==> src/rtl/auto_gated_register_bank.sv <==
// auto_gated_register_bank
//  NUM_BANKS independent WIDTH-bit storage registers. Each register sits behind
//  its own latch-based clock gate controlled by an idle-detect FSM: after
//  IDLE_CYCLES consecutive cycles without a write the bank clock is switched
//  off. A write request (or gate_disable) reopens the clock, and the write is
//  accepted once a WAKE_CYCLES settle window has elapsed.
//
//  Optional feature macro: GATE_STATS_EN
//   When defined, a STAT_W saturating counter per bank counts clk cycles spent
//   in the gated state and is exported on gated_cycles (same packing as data).
//   When undefined, the parameter, port and counters do not exist.
//
//  Reset is synchronous and active-high. The FSM, idle/wake counters and stats
//  run on clk; the data registers run on the per-bank gated clock.
`timescale 1ns/1ps
module auto_gated_register_bank #(
  parameter int WIDTH       = 8,
  parameter int NUM_BANKS   = 4,
  parameter int IDLE_CYCLES = 8,
  parameter int WAKE_CYCLES = 2
`ifdef GATE_STATS_EN
  ,
  parameter int STAT_W      = 16
`endif
) (
  input  logic                        clk,
  input  logic                        reset,
  input  logic                        gate_disable,
  input  logic [NUM_BANKS-1:0]        wr_valid,
  output logic [NUM_BANKS-1:0]        wr_ready,
  input  logic [NUM_BANKS*WIDTH-1:0]  wr_data,
  output logic [NUM_BANKS*WIDTH-1:0]  data_out,
  output logic [NUM_BANKS-1:0]        bank_gated
`ifdef GATE_STATS_EN
  ,
  output logic [NUM_BANKS*STAT_W-1:0] gated_cycles
`endif
);

  // Counters only ever hold 0 .. N-1, so $clog2(N) bits suffice (min 1 bit).
  localparam int IDLE_W = (IDLE_CYCLES > 1) ? $clog2(IDLE_CYCLES) : 1;
  localparam int WAKE_W = (WAKE_CYCLES > 1) ? $clog2(WAKE_CYCLES) : 1;

  localparam logic [IDLE_W-1:0] IDLE_LAST = IDLE_W'(IDLE_CYCLES - 1);
  localparam logic [WAKE_W-1:0] WAKE_LAST = WAKE_W'(WAKE_CYCLES - 1);

  typedef enum logic [1:0] {
    ST_ACTIVE = 2'b00,  // clock running, writes accepted
    ST_GATED  = 2'b01,  // clock off, contents held
    ST_WAKING = 2'b10   // clock running again, settling before accepting writes
  } state_t;

  for (genvar b = 0; b < NUM_BANKS; b++) begin : g_bank

    state_t            state;
    state_t            state_nx;
    logic [IDLE_W-1:0] idle_cnt;
    logic [IDLE_W-1:0] idle_nx;
    logic [WAKE_W-1:0] wake_cnt;
    logic [WAKE_W-1:0] wake_nx;
    logic              ready_raw;
    logic              gate_en;
    logic              en_latched;
    logic              gclk;
    logic [WIDTH-1:0]  data_q;

    // Next-state, counter updates and per-state outputs for this bank.
    always_comb begin
      // NOTE: every output of this block gets a default before the case, so
      // no path leaves a variable unassigned and no latch is inferred here.
      state_nx  = state;
      idle_nx   = idle_cnt;
      wake_nx   = wake_cnt;
      ready_raw = 1'b0;
      unique case (state)
        ST_ACTIVE: begin
          ready_raw = 1'b1;
          if (wr_valid[b]) begin
            // A write on the final idle cycle also lands here: no gating.
            idle_nx = '0;
          end else if (gate_disable) begin
            idle_nx = '0;
          end else if (idle_cnt == IDLE_LAST) begin
            state_nx = ST_GATED;
            idle_nx  = '0;
          end else begin
            idle_nx = idle_cnt + IDLE_W'(1);
          end
        end
        ST_GATED: begin
          // Either cause (or both together) yields one WAKING entry.
          if (wr_valid[b] || gate_disable) begin
            state_nx = ST_WAKING;
            wake_nx  = '0;
          end
        end
        ST_WAKING: begin
          if (wake_cnt == WAKE_LAST) begin
            state_nx = ST_ACTIVE;
            idle_nx  = '0;
            wake_nx  = '0;
          end else begin
            wake_nx = wake_cnt + WAKE_W'(1);
          end
        end
        default: begin
          state_nx = ST_ACTIVE;
          idle_nx  = '0;
          wake_nx  = '0;
        end
      endcase
    end

    // FSM state and idle/wake counters on the free-running clock.
    always_ff @(posedge clk) begin
      // NOTE: state registers use non-blocking assignments so every flop in
      // the design samples pre-edge values regardless of evaluation order.
      if (reset) begin
        state    <= ST_ACTIVE;
        idle_cnt <= '0;
        wake_cnt <= '0;
      end else begin
        state    <= state_nx;
        idle_cnt <= idle_nx;
        wake_cnt <= wake_nx;
      end
    end

    // Clock stays enabled outside GATED, and is forced on during reset so the
    // synchronous reset can reach the data register of a gated bank.
    assign gate_en = (state != ST_GATED) || reset;

    // Integrated clock gate: enable is captured while clk is low.
    always_latch begin
      // NOTE: this latch is intentional. Holding the enable stable through the
      // high phase keeps gclk free of glitches and truncated pulses.
      if (!clk) begin
        en_latched <= gate_en;
      end
    end

    assign gclk = clk & en_latched;

    // Bank storage on the gated clock; writes land one edge after acceptance.
    always_ff @(posedge gclk) begin
      // NOTE: the stored data is reset (not left undefined); that only works
      // because gate_en is forced high while reset is asserted.
      if (reset) begin
        data_q <= '0;
      end else if (state == ST_ACTIVE && wr_valid[b]) begin
        data_q <= wr_data[b*WIDTH +: WIDTH];
      end
    end

    assign wr_ready[b]                   = ready_raw & ~reset;
    assign bank_gated[b]                 = (state == ST_GATED);
    assign data_out[b*WIDTH +: WIDTH]    = data_q;

`ifdef GATE_STATS_EN
    logic [STAT_W-1:0] stat_q;

    // Saturating count of clk cycles spent gated; cleared only by reset.
    always_ff @(posedge clk) begin
      if (reset) begin
        stat_q <= '0;
      end else if (state == ST_GATED && stat_q != '1) begin
        stat_q <= stat_q + STAT_W'(1);
      end
    end

    assign gated_cycles[b*STAT_W +: STAT_W] = stat_q;
`endif

  end : g_bank

endmodule

==> config.mk <==
export PLATFORM = sky130hd
export DESIGN_NAME = auto_gated_register_bank
export DESIGN_NICKNAME = d
export VERILOG_FILES = /design/src/rtl/auto_gated_register_bank.sv
export SDC_FILE = /design/constraint.sdc
export NUM_CORES = 1
export LEC_CHECK = 0
export CORE_UTILIZATION = 42
export CTS_BUF_LIST = sky130_fd_sc_hd__clkbuf_4
export DETAILED_ROUTE_END_ITERATION = 16
export MAX_ROUTING_LAYER = met4
export PLACE_DENSITY = 0.78
export SLEW_MARGIN = 20
export SYNTH_ARGS = -nofsm -noshare
export SYNTH_HDL_FRONTEND = slang
export SYNTH_SLANG_ARGS = --single-unit
==> constraint.sdc <==
create_clock -name clk -period 1.2 [get_ports clk]
set_input_delay 0.24 -clock clk [delete_from_list [all_inputs] [get_ports clk]]
set_output_delay 0.24 -clock clk [all_outputs]
set_load 0.02 [all_outputs]
=== After elaboration in Yosys (flattened, before gate mapping) ===
Cells that the tools add are included.

* Register bits: 56
* Bits in latches: 4
* Input bits: 39
* Output and inout port bits: 40
* Logic and storage cells: 173

* Add/sub/neg operators: 8
* Equal/unequal tests: 36
* Mux-type cells: 64
* Bitwise operators: 17
* Reduce and logical (&&, ||, !) cells: 28

{| class="wikitable"
|+ Operator list
! operator !! number
|-
| $mux 3 || 16
|-
| $mux 2 || 20
|-
| $pmux 3 s3 || 4
|-
| $ne 2x2->1 const B || 16
|-
| $pmux 2 s3 || 4
|-
| $reduce_and 5->1 || 4
|-
| $mux 1 || 16
|-
| $ne 2x1->1 const B || 8
|-
| $reduce_and 2->1 || 8
|-
| $add 3x1->3 const B || 4
|-
| $eq 3x3->1 const B || 4
|-
| $pmux 1 s3 || 4
|-
| $not 1->1 || 9
|-
| $and 1x1->1 || 8
|-
| $eq 2x1->1 const B || 4
|-
| $eq 2x2->1 const B || 4
|-
| $logic_not 2->1 || 4
|-
| $logic_or 1x1->1 || 8
|-
| $add 1x1->1 const B || 4
|-
| $logic_and 1x1->1 || 4
|}

=== Logic depth before layout (Yosys ltp) ===
Gate-level depths: netlist (run 1).

* Word-level depth: 5
* Mapped depth: 5
* Gate-level depth less buffers: 5

==> flow_metrics.env, run 1 <==
export IMPL_status="complete, but fails checks"
export IMPL_violations="setup timing"
export IMPL_antenna_cells=0
export IMPL_r2r_slack_ps=-100
export IMPL_fin_worst_skew_ps=113
export IMPL_r2r_start="g_bank[1].state[0]"
export IMPL_synth_main_ff_cell="dfxtp_1"
export IMPL_routabilityCongestion=0.772
export IMPL_cts_tree="done"
export IMPL_io_buffer_count=78
export IMPL_async_flop_share_pct=0
export IMPL_nNetsFinal=419
export IMPL_grt_setup_unrepaired="true"
export IMPL_coreArea_um2=5240
export IMPL_fillCellCount=358
export IMPL_crit_path_start_kind="flip-flop"
export IMPL_holdWs_ps=136
export IMPL_drc=0
export IMPL_dieArea_um2=5890
export IMPL_worstPathMaxFanout=3
export IMPL_fin_crit_sh_pct=127
export IMPL_power_density_nw_per_um2=1090
export IMPL_intPower_mw=3.26
export IMPL_reg2reg_to="g_bank[1].idle_cnt[0]"
export IMPL_synth_edf_count=0
export IMPL_grt_pass1_wl_um=9630
export IMPL_grt_overflow_total=0
export IMPL_startpoint="g_bank[1].state[1]"
export IMPL_p_sw_mw=1.11
export IMPL_vias=2222
export IMPL_design_area_um2=4000
export IMPL_avgSynthCellArea_um2=9.70
export IMPL_min_path_type="in2reg"
export IMPL_start_util_pct=44.8
export IMPL_insertion_delay_ps=660
export IMPL_synth_largest_area_cell="dfxtp_1"
export IMPL_finalPower_mw=4.36
export IMPL_p_leak_nw=1.79
export IMPL_synth_area_top_cells="dfxtp_1 (48%), mux2i_1 (14%), nor2_1 (6.7%), ha_1 (4.3%), dlxtn_1 (2.6%)"
export IMPL_setup_viol=58
export IMPL_max_cap_viol_count=0
export IMPL_period_minus_slack_ps=1530
export IMPL_first_global_vias=2201
export IMPL_final_max_slew_viol_count=0
export IMPL_chipWidth_um=76.8
export IMPL_tightest_slew_ps=285
export IMPL_chipHeight_um=76.8
export IMPL_syn_area_um2=2350
export IMPL_area_growth_pct=70.4
export IMPL_rows=26
export IMPL_dp_hpwl_um=3890
export IMPL_ys_ff_latch=60
export IMPL_firstDrtPassIters=4
export IMPL_dpl_worst_slack_ps=-462
export IMPL_crit_path_end_kind="output pin"
export IMPL_synth_top_area_share_pct=47.8
export IMPL_vias_per_cell=5.03
export IMPL_max_slew_margin_pct=81.0
export IMPL_clk_pin_slew_ps=140
export IMPL_max_freq_mhz=655
export IMPL_wirelength_um=6240
export IMPL_antenna_found_initial=0
export IMPL_rr_worst_depth=4
export IMPL_final_common_cell="buf_6"
export IMPL_netSwitchingFraction_pct=25.3
export IMPL_clock_power_share_pct=37.4
export IMPL_setup_ws_ps=-326
export IMPL_power_frac_comb_pct=15.1
export IMPL_most_common_layout_cells="buf_6 (53), nor2_1 (42), clkdlybuf4s50_1 (37), dfxtp_2 (34)"
export IMPL_ir_worst_vdd_mv=1.01
export IMPL_grt_start_max_net_pins=24
export IMPL_cts_hold_buffers=0
export IMPL_critPathArrivalTime_ps=1290
export IMPL_hold_viol_final=0
export IMPL_io_pins=79
export IMPL_synth_fp_nets=289
export IMPL_seq_power_share_pct=47.5
export IMPL_ant_nets=0
export IMPL_yosysWarningCount=0
export IMPL_crit_type="reg2out"
export IMPL_routedWlPerCell_um=14.1
export IMPL_ys_types=30
export IMPL_grt_use_total_pct=21.6
export IMPL_placed_area_um2=3380
export IMPL_required_ps=960
export IMPL_dr_first_iter_drc_count=55
export IMPL_cp_endpoint="wr_ready[1]"
export IMPL_drive_above_1_share_pct=48.4
export IMPL_synth_cells=242
[cell usage after synthesis (3+ instances only)]
cell      instances
nor2_1           42
nor4_1            6
buf_2             4
mux2i_1          32
a21oi_1          12
ha_1              8
buf_4             4
and2_1            4
inv_1             4
nand2b_1          6
nand2_1           6
nor3b_1           5
clkbuf_1          6
dfxtp_1          56
o21ai_0           9
dlxtn_1           4
nor3_1            8
o21ai_1           3
a22o_1            4
[how the worst min path moves through the flow]
stage	slack, ps	startpoint	depth (start not counted)	endpoint
2_1_floorplan	230	g_bank[3].en_latched	0	clock gate
5_1_grt	130	reset	3	g_bank[1].data_q[0]
4_1_cts	90	reset	3	g_bank[0].data_q[5]
6_report	140	reset	3	g_bank[0].data_q[5]
3_5_place_dp	230	g_bank[2].en_latched	0	clock gate
3_3_place_gp	230	g_bank[1].en_latched	0	clock gate
[metal layers]
layer	global-route usage, %	wire length (µm)
met1	23.7	2680
met2	34.7	3140
met3	7.98	321
met4	9.81	105
met5	-	0
[cells by family after synthesis]
| family | share of synthesized area (%) |
|---|---|
| buffers and inverters | 3.89 |
| AND/OR/NAND/NOR | 19.0 |
| adder cells (fa/ha/maj) | 4.26 |
| latches | 2.56 |
| multiplexers | 14.6 |
| flip-flops | 47.8 |
| AO/OA/AOI/OAI | 7.89 |
[critical path, stage by stage (launching register included)]
cell and delay [ps]:
dfxtp_4 390, nor3_4 200, buf_6 140
[cell type report]
cell class,instances,area (µm²),area share [%]
Multi-Input combinational cell,163,1270,31.9
Sequential cell,60,1250,31.2
Timing Repair Buffer,123,1210,30.3
Clock buffer,21,158,3.94
Tap cell,70,87.6,2.19
Inverter,4,17.5,0.438
Clock inverter,1,3.75,0.0938
[through the flow]
step	utilization (%)	TNS, ps	cells
floorplan	-	-475	242
global placement	64.6	-18420	407
detailed placement	64.6	-18770	407
CTS	73.3	-7760	436
global route	76.4	-11690	442
finish	76.4	-7680	442
[power groups by stage]
stage | logic, mW | clock network (mW) | registers [mW]
2_1_floorplan | 0.183 | 0.231 | 2.18
3_3_place_gp | 0.593 | 0.231 | 2.10
3_5_place_dp | 0.597 | 0.231 | 2.10
4_1_cts | 0.632 | 1.67 | 2.08
5_1_grt | 0.695 | 1.83 | 2.08
6_report | 0.659 | 1.63 | 2.07
[state kept, by name, summed over array words and instances, names as in the netlist]
name and cells:
g_bank.data_q 32, g_bank.en_latched 4, g_bank.idle_cnt 12, g_bank.state 8
g_bank.wake_cnt 4
[repair_timing]
action,in CTS,in global routing
pin swaps,12,12
resized for setup,315,29
setup buffers,7,6
endpoints found under the setup margin,60,91
No activity file was read; power rests on OpenSTA's default activity.
==> run 2: changes to the inputs <==
--- a/config.mk
+++ b/config.mk
@@ -5,11 +5,11 @@
 export SDC_FILE = /design/constraint.sdc
 export NUM_CORES = 1
 export LEC_CHECK = 0
-export CORE_UTILIZATION = 42
+export CORE_UTILIZATION = 40
 export CTS_BUF_LIST = sky130_fd_sc_hd__clkbuf_4
 export DETAILED_ROUTE_END_ITERATION = 16
 export MAX_ROUTING_LAYER = met4
-export PLACE_DENSITY = 0.78
+export PLACE_DENSITY = 0.74
 export SLEW_MARGIN = 20
 export SYNTH_ARGS = -nofsm -noshare
 export SYNTH_HDL_FRONTEND = slang
==> flow_metrics.env, run 2 (synthesis results as in run 1) <==
export IMPL_dieArea_um2=6180
export IMPL_wirelength_um=5850
export IMPL_setup_viol=65
export IMPL_rows=27
export IMPL_grt_overflow_total=0
export IMPL_setup_ws_ps=-299
export IMPL_area_growth_pct=72.8
export IMPL_status="complete, but fails checks"
export IMPL_dp_hpwl_um=3980
export IMPL_top_regs="g_bank.data_q x32, g_bank.idle_cnt x12, g_bank.state x8"
export IMPL_design_area_um2=4060
export IMPL_power_density_nw_per_um2=1130
export IMPL_drc=0
export IMPL_insertion_delay_ps=630
export IMPL_io_buffer_count=78
export IMPL_chipWidth_um=78.6
export IMPL_clk_pin_slew_ps=160
export IMPL_fillCellCount=424
export IMPL_grt_use_total_pct=20.0
export IMPL_io_pins=79
export IMPL_antenna_cells=0
export IMPL_vias_per_cell=4.82
export IMPL_r2r_start="g_bank[0].state[1]"
export IMPL_largest_reg_flops=32
export IMPL_nNetsFinal=422
export IMPL_dr_first_iter_drc_count=33
export IMPL_max_cap_viol_count=0
export IMPL_max_freq_mhz=667
export IMPL_use_met2_pct=33.4
export IMPL_critPathArrivalTime_ps=1260
export IMPL_violations="setup timing"
export IMPL_first_global_vias=2133
export IMPL_ir_worst_vdd_mv=0.618
export IMPL_period_minus_slack_ps=1500
export IMPL_worstHoldPathCells=3
export IMPL_required_ps=960
export IMPL_fin_worst_skew_ps=81.8
export IMPL_dpl_worst_slack_ps=-442
export IMPL_finalPower_mw=4.60
export IMPL_hold_viol_final=0
export IMPL_p_leak_nw=1.80
export IMPL_ant_nets=0
export IMPL_r2r_slack_ps=-240
export IMPL_placed_area_um2=3410
export IMPL_crit_type="reg2out"
export IMPL_rr_worst_depth=7
export IMPL_holdWs_ps=152
export IMPL_antenna_found_initial=0
export IMPL_min_path_type="in2reg"
export IMPL_grt_start_max_net_pins=25
export IMPL_multi_input_area_um2=1290
export IMPL_final_common_cell="buf_6"
export IMPL_grt_use_met3_pct=7.56
export IMPL_reg2reg_to="g_bank[0].data_q[3]"
export IMPL_grtUsageMet1_pct=20.7
export IMPL_routedWlPerCell_um=13.1
export IMPL_drive_above_1_share_pct=49.9
export IMPL_worstPathMaxFanout=3
export IMPL_most_common_layout_cells="buf_6 (51), nor2_1 (42), clkdlybuf4s50_1 (37), buf_4 (37), dfxtp_2 (36)"
export IMPL_routabilityCongestion=0.767
export IMPL_fin_crit_sh_pct=125
export IMPL_grt_pass1_wl_um=9160
export IMPL_regArea_um2=1240
export IMPL_max_slew_margin_pct=70.9
export IMPL_grt_setup_unrepaired="true"
export IMPL_min_from="reset"
export IMPL_vias=2155
export IMPL_crit_path_end_kind="output pin"
export IMPL_chipHeight_um=78.6
export IMPL_top_usage_layer="met2"
export IMPL_cts_hold_buffers=0
export IMPL_tightest_slew_ps=432
export IMPL_min_to="g_bank[2].state[1]"
export IMPL_start_util_pct=42.1
export IMPL_crit_path_start_kind="flip-flop"
export IMPL_top_register="g_bank.data_q"
export IMPL_final_max_slew_viol_count=0
export IMPL_cts_tree="done"
export IMPL_firstDrtPassIters=2
export IMPL_coreArea_um2=5570
[run 2: cell count changes in the layout (fill, tap and decap cells not counted), moves of 3 or more]
cell / delta
a21oi_1: +3
a21oi_2: -3
buf_4: +5
mux2i_1: -4
mux2i_2: +4
nor3_2: +3
nor3_4: -3
[run 2: metrics by stage]
| stage | instances | util, % | TNS, ps |
|---|---|---|---|
| 3_5_place_dp | 413 | 61.1 | -20350 |
| 6_report | 447 | 72.7 | -8940 |
| 2_1_floorplan | 242 | - | -475 |
| 4_1_cts | 442 | 69.3 | -9080 |
| 3_3_place_gp | 413 | 61.1 | -18650 |
| 5_1_grt | 447 | 72.7 | -13860 |
[run 2: layout make-up]
cell class                 count  share of cell area, %
timing repair buffer         126                   30.3
inverter                       4                  0.494
clock inverter                 1                  0.741
clock buffer                  21                   3.89
multi-input combinational    163                   31.7
tap                           72                   2.22
sequential                    60                   30.7
[run 2: worst max path at each step]
stage	start	end	slack, ps	cells after the start
after global placement	gate_disable	g_bank[1].idle_cnt[1]	-400	4
after floorplan	reset	wr_ready[0]	-120	3
after global routing	g_bank[3].state[0]	bank_gated[3]	-380	2
after detailed placement	wr_valid[2]	g_bank[2].data_q[3]	-440	5
after CTS	g_bank[1].state[0]	wr_ready[1]	-320	2
final	g_bank[0].state[1]	bank_gated[0]	-300	3
[run 2: what timing repair did]
action	4_1_cts	5_1_grt
gates resized for setup	311	37
setup endpoints to repair	78	93
pin swaps	7	16
endpoints found under the hold margin	0	0
setup buffers	7	8
[run 2: worst max-delay path: stages (launching register included)]
cell      delay [ps]
dfxtp_4          390
nand2b_4         150
inv_4             60
buf_6            110
[run 2: layer usage]
metal	share of wire, %	routed length [µm]	vias up
li1	-	-	1100
met1	41	2400	988
met2	52	3070	61
met3	5.5	322	6
met4	0.91	53	0
met5	0	0	-
[run 2: report_power, final]
group / internal [mW] / switching, mW / total, mW
clock: 1.08 / 0.778 / 1.86
combinational: 0.386 / 0.282 / 0.668
sequential: 2.03 / 0.0499 / 2.08
==> run 3: changes to the inputs <==
--- a/config.mk
+++ b/config.mk
@@ -9,7 +9,7 @@
 export CTS_BUF_LIST = sky130_fd_sc_hd__clkbuf_4
 export DETAILED_ROUTE_END_ITERATION = 16
 export MAX_ROUTING_LAYER = met4
-export PLACE_DENSITY = 0.74
+export PLACE_DENSITY = 0.85
 export SLEW_MARGIN = 20
 export SYNTH_ARGS = -nofsm -noshare
 export SYNTH_HDL_FRONTEND = slang
==> flow_metrics.env, run 3 (synthesis results as in run 1) <==
export IMPL_start_util_pct=42.1
export IMPL_period_minus_slack_ps=1530
export IMPL_rows=27
export IMPL_top_register="g_bank.data_q"
export IMPL_critPathArrivalTime_ps=1290
export IMPL_min_path_type="in2reg"
export IMPL_violations="setup timing"
export IMPL_coreArea_um2=5570
export IMPL_max_slew_margin_pct=79.3
export IMPL_antenna_found_initial=0
export IMPL_top_regs="g_bank.data_q x32, g_bank.idle_cnt x12, g_bank.state x8"
export IMPL_crit_path_end_kind="output pin"
export IMPL_dpl_worst_slack_ps=-454
export IMPL_fin_util_pct=72.6
export IMPL_grt_setup_unrepaired="true"
export IMPL_chipHeight_um=78.6
export IMPL_fin_setup_tns_ps=-7940
export IMPL_grt_pass1_wl_um=10100
export IMPL_nNetsFinal=422
export IMPL_required_ps=960
export IMPL_crit_path_start_kind="flip-flop"
export IMPL_clk_pin_slew_ps=150
export IMPL_power_density_nw_per_um2=1080
export IMPL_worstPathMaxFanout=4
export IMPL_fin_worst_skew_ps=94.8
export IMPL_largest_reg_flops=32
export IMPL_grt_use_total_pct=22.2
export IMPL_hold_viol_final=0
export IMPL_max_freq_mhz=653
export IMPL_vias=2254
export IMPL_tightest_slew_ps=311
export IMPL_setup_ws_ps=-332
export IMPL_rr_worst_depth=4
export IMPL_cts_tree="done"
export IMPL_most_common_layout_cells="buf_6 (56), nor2_1 (42), clkdlybuf4s50_1 (37), dfxtp_2 (33), buf_4 (32)"
export IMPL_crit_type="reg2out"
export IMPL_min_from="reset"
export IMPL_antenna_cells=0
export IMPL_setup_viol=77
export IMPL_insertion_delay_ps=640
export IMPL_r2r_slack_ps=-70
export IMPL_routedWlPerCell_um=14.6
export IMPL_cts_hold_buffers=0
export IMPL_reg2reg_to="g_bank[0].idle_cnt[1]"
export IMPL_min_to="g_bank[3].data_q[1]"
export IMPL_dp_hpwl_um=4210
export IMPL_dr_first_iter_drc_count=127
export IMPL_io_pins=79
export IMPL_final_max_slew_viol_count=0
export IMPL_max_cap_viol_count=0
export IMPL_grt_start_max_net_pins=24
export IMPL_r2r_start="g_bank[0].state[1]"
export IMPL_fin_crit_sh_pct=128
export IMPL_first_global_vias=2267
export IMPL_vias_per_cell=5.04
export IMPL_drc=0
export IMPL_firstDrtPassIters=4
export IMPL_routabilityCongestion=0.853
export IMPL_fillCellCount=412
export IMPL_wirelength_um=6530
export IMPL_status="complete, but fails checks"
export IMPL_holdWs_ps=185
export IMPL_dieArea_um2=6180
export IMPL_ir_worst_vdd_mv=0.920
export IMPL_drive_above_1_share_pct=48.8
export IMPL_chipWidth_um=78.6
export IMPL_worstHoldPathCells=3
export IMPL_grt_overflow_total=0
export IMPL_final_common_cell="buf_6"
export IMPL_area_growth_pct=72.5
export IMPL_ant_nets=0
export IMPL_io_buffer_count=78
export IMPL_p_leak_nw=1.79
-- run 3: area by class of cell --
type / count / area [µm²] / share of cell area [%]
clock inverter: 1 / 3.75 / 0.0927
tap: 72 / 90.1 / 2.22
sequential: 60 / 1250 / 30.9
multi-input combinational: 163 / 1280 / 31.7
inverter: 4 / 17.5 / 0.433
timing repair buffer: 126 / 1250 / 30.8
clock buffer: 21 / 158 / 3.89
-- run 3: worst max path at each step --
stage | start | endpoint | slack (ps) | cells after the start
final | g_bank[3].state[1] | wr_ready[3] | -330 | 2
after global routing | g_bank[3].state[1] | wr_ready[3] | -400 | 2
after CTS | g_bank[3].state[0] | wr_ready[3] | -330 | 2
after detailed placement | gate_disable | g_bank[0].idle_cnt[1] | -450 | 4
after global placement | gate_disable | g_bank[1].idle_cnt[1] | -430 | 4
after floorplan | reset | wr_ready[0] | -120 | 3
-- run 3: power breakdown --
part           switching (mW)  internal (mW)  total [mW]  leakage (nW)
registers              0.0501           2.02        2.07         0.509
logic                   0.289          0.386       0.675          1.18
clock network           0.768          0.862        1.63         0.107
-- run 3: through the flow --
step	instance area [µm²]	std cells	power [mW]
after floorplan	2350	242	2.59
after global placement	3390	410	2.92
after detailed placement	3390	410	2.94
after CTS	3850	438	4.40
after global routing	4050	447	4.63
final	4050	447	4.38
-- run 3: worst max-delay path: stages, from the launching register on --
cell     delay [ps]
dfxtp_4         400
nor3_4          200
buf_6           140
-- run 3: what timing repair did --
| item | in CTS | in global routing |
|---|---|---|
| resized for setup | 322 | 36 |
| setup buffers | 8 | 14 |
| endpoints found under the setup margin | 84 | 91 |
| pin swaps | 8 | 17 |
-- run 3: layer usage --
layer  share of wire [%]  vias up  track usage [%]  wire [µm]
li1                    -     1104                -          -
met1                  39     1055             22.0       2570
met2                  53       84             39.1       3490
met3                 6.0       11             7.91        390
met4                 1.3        0             9.81         82
met5                   0        -                -          0
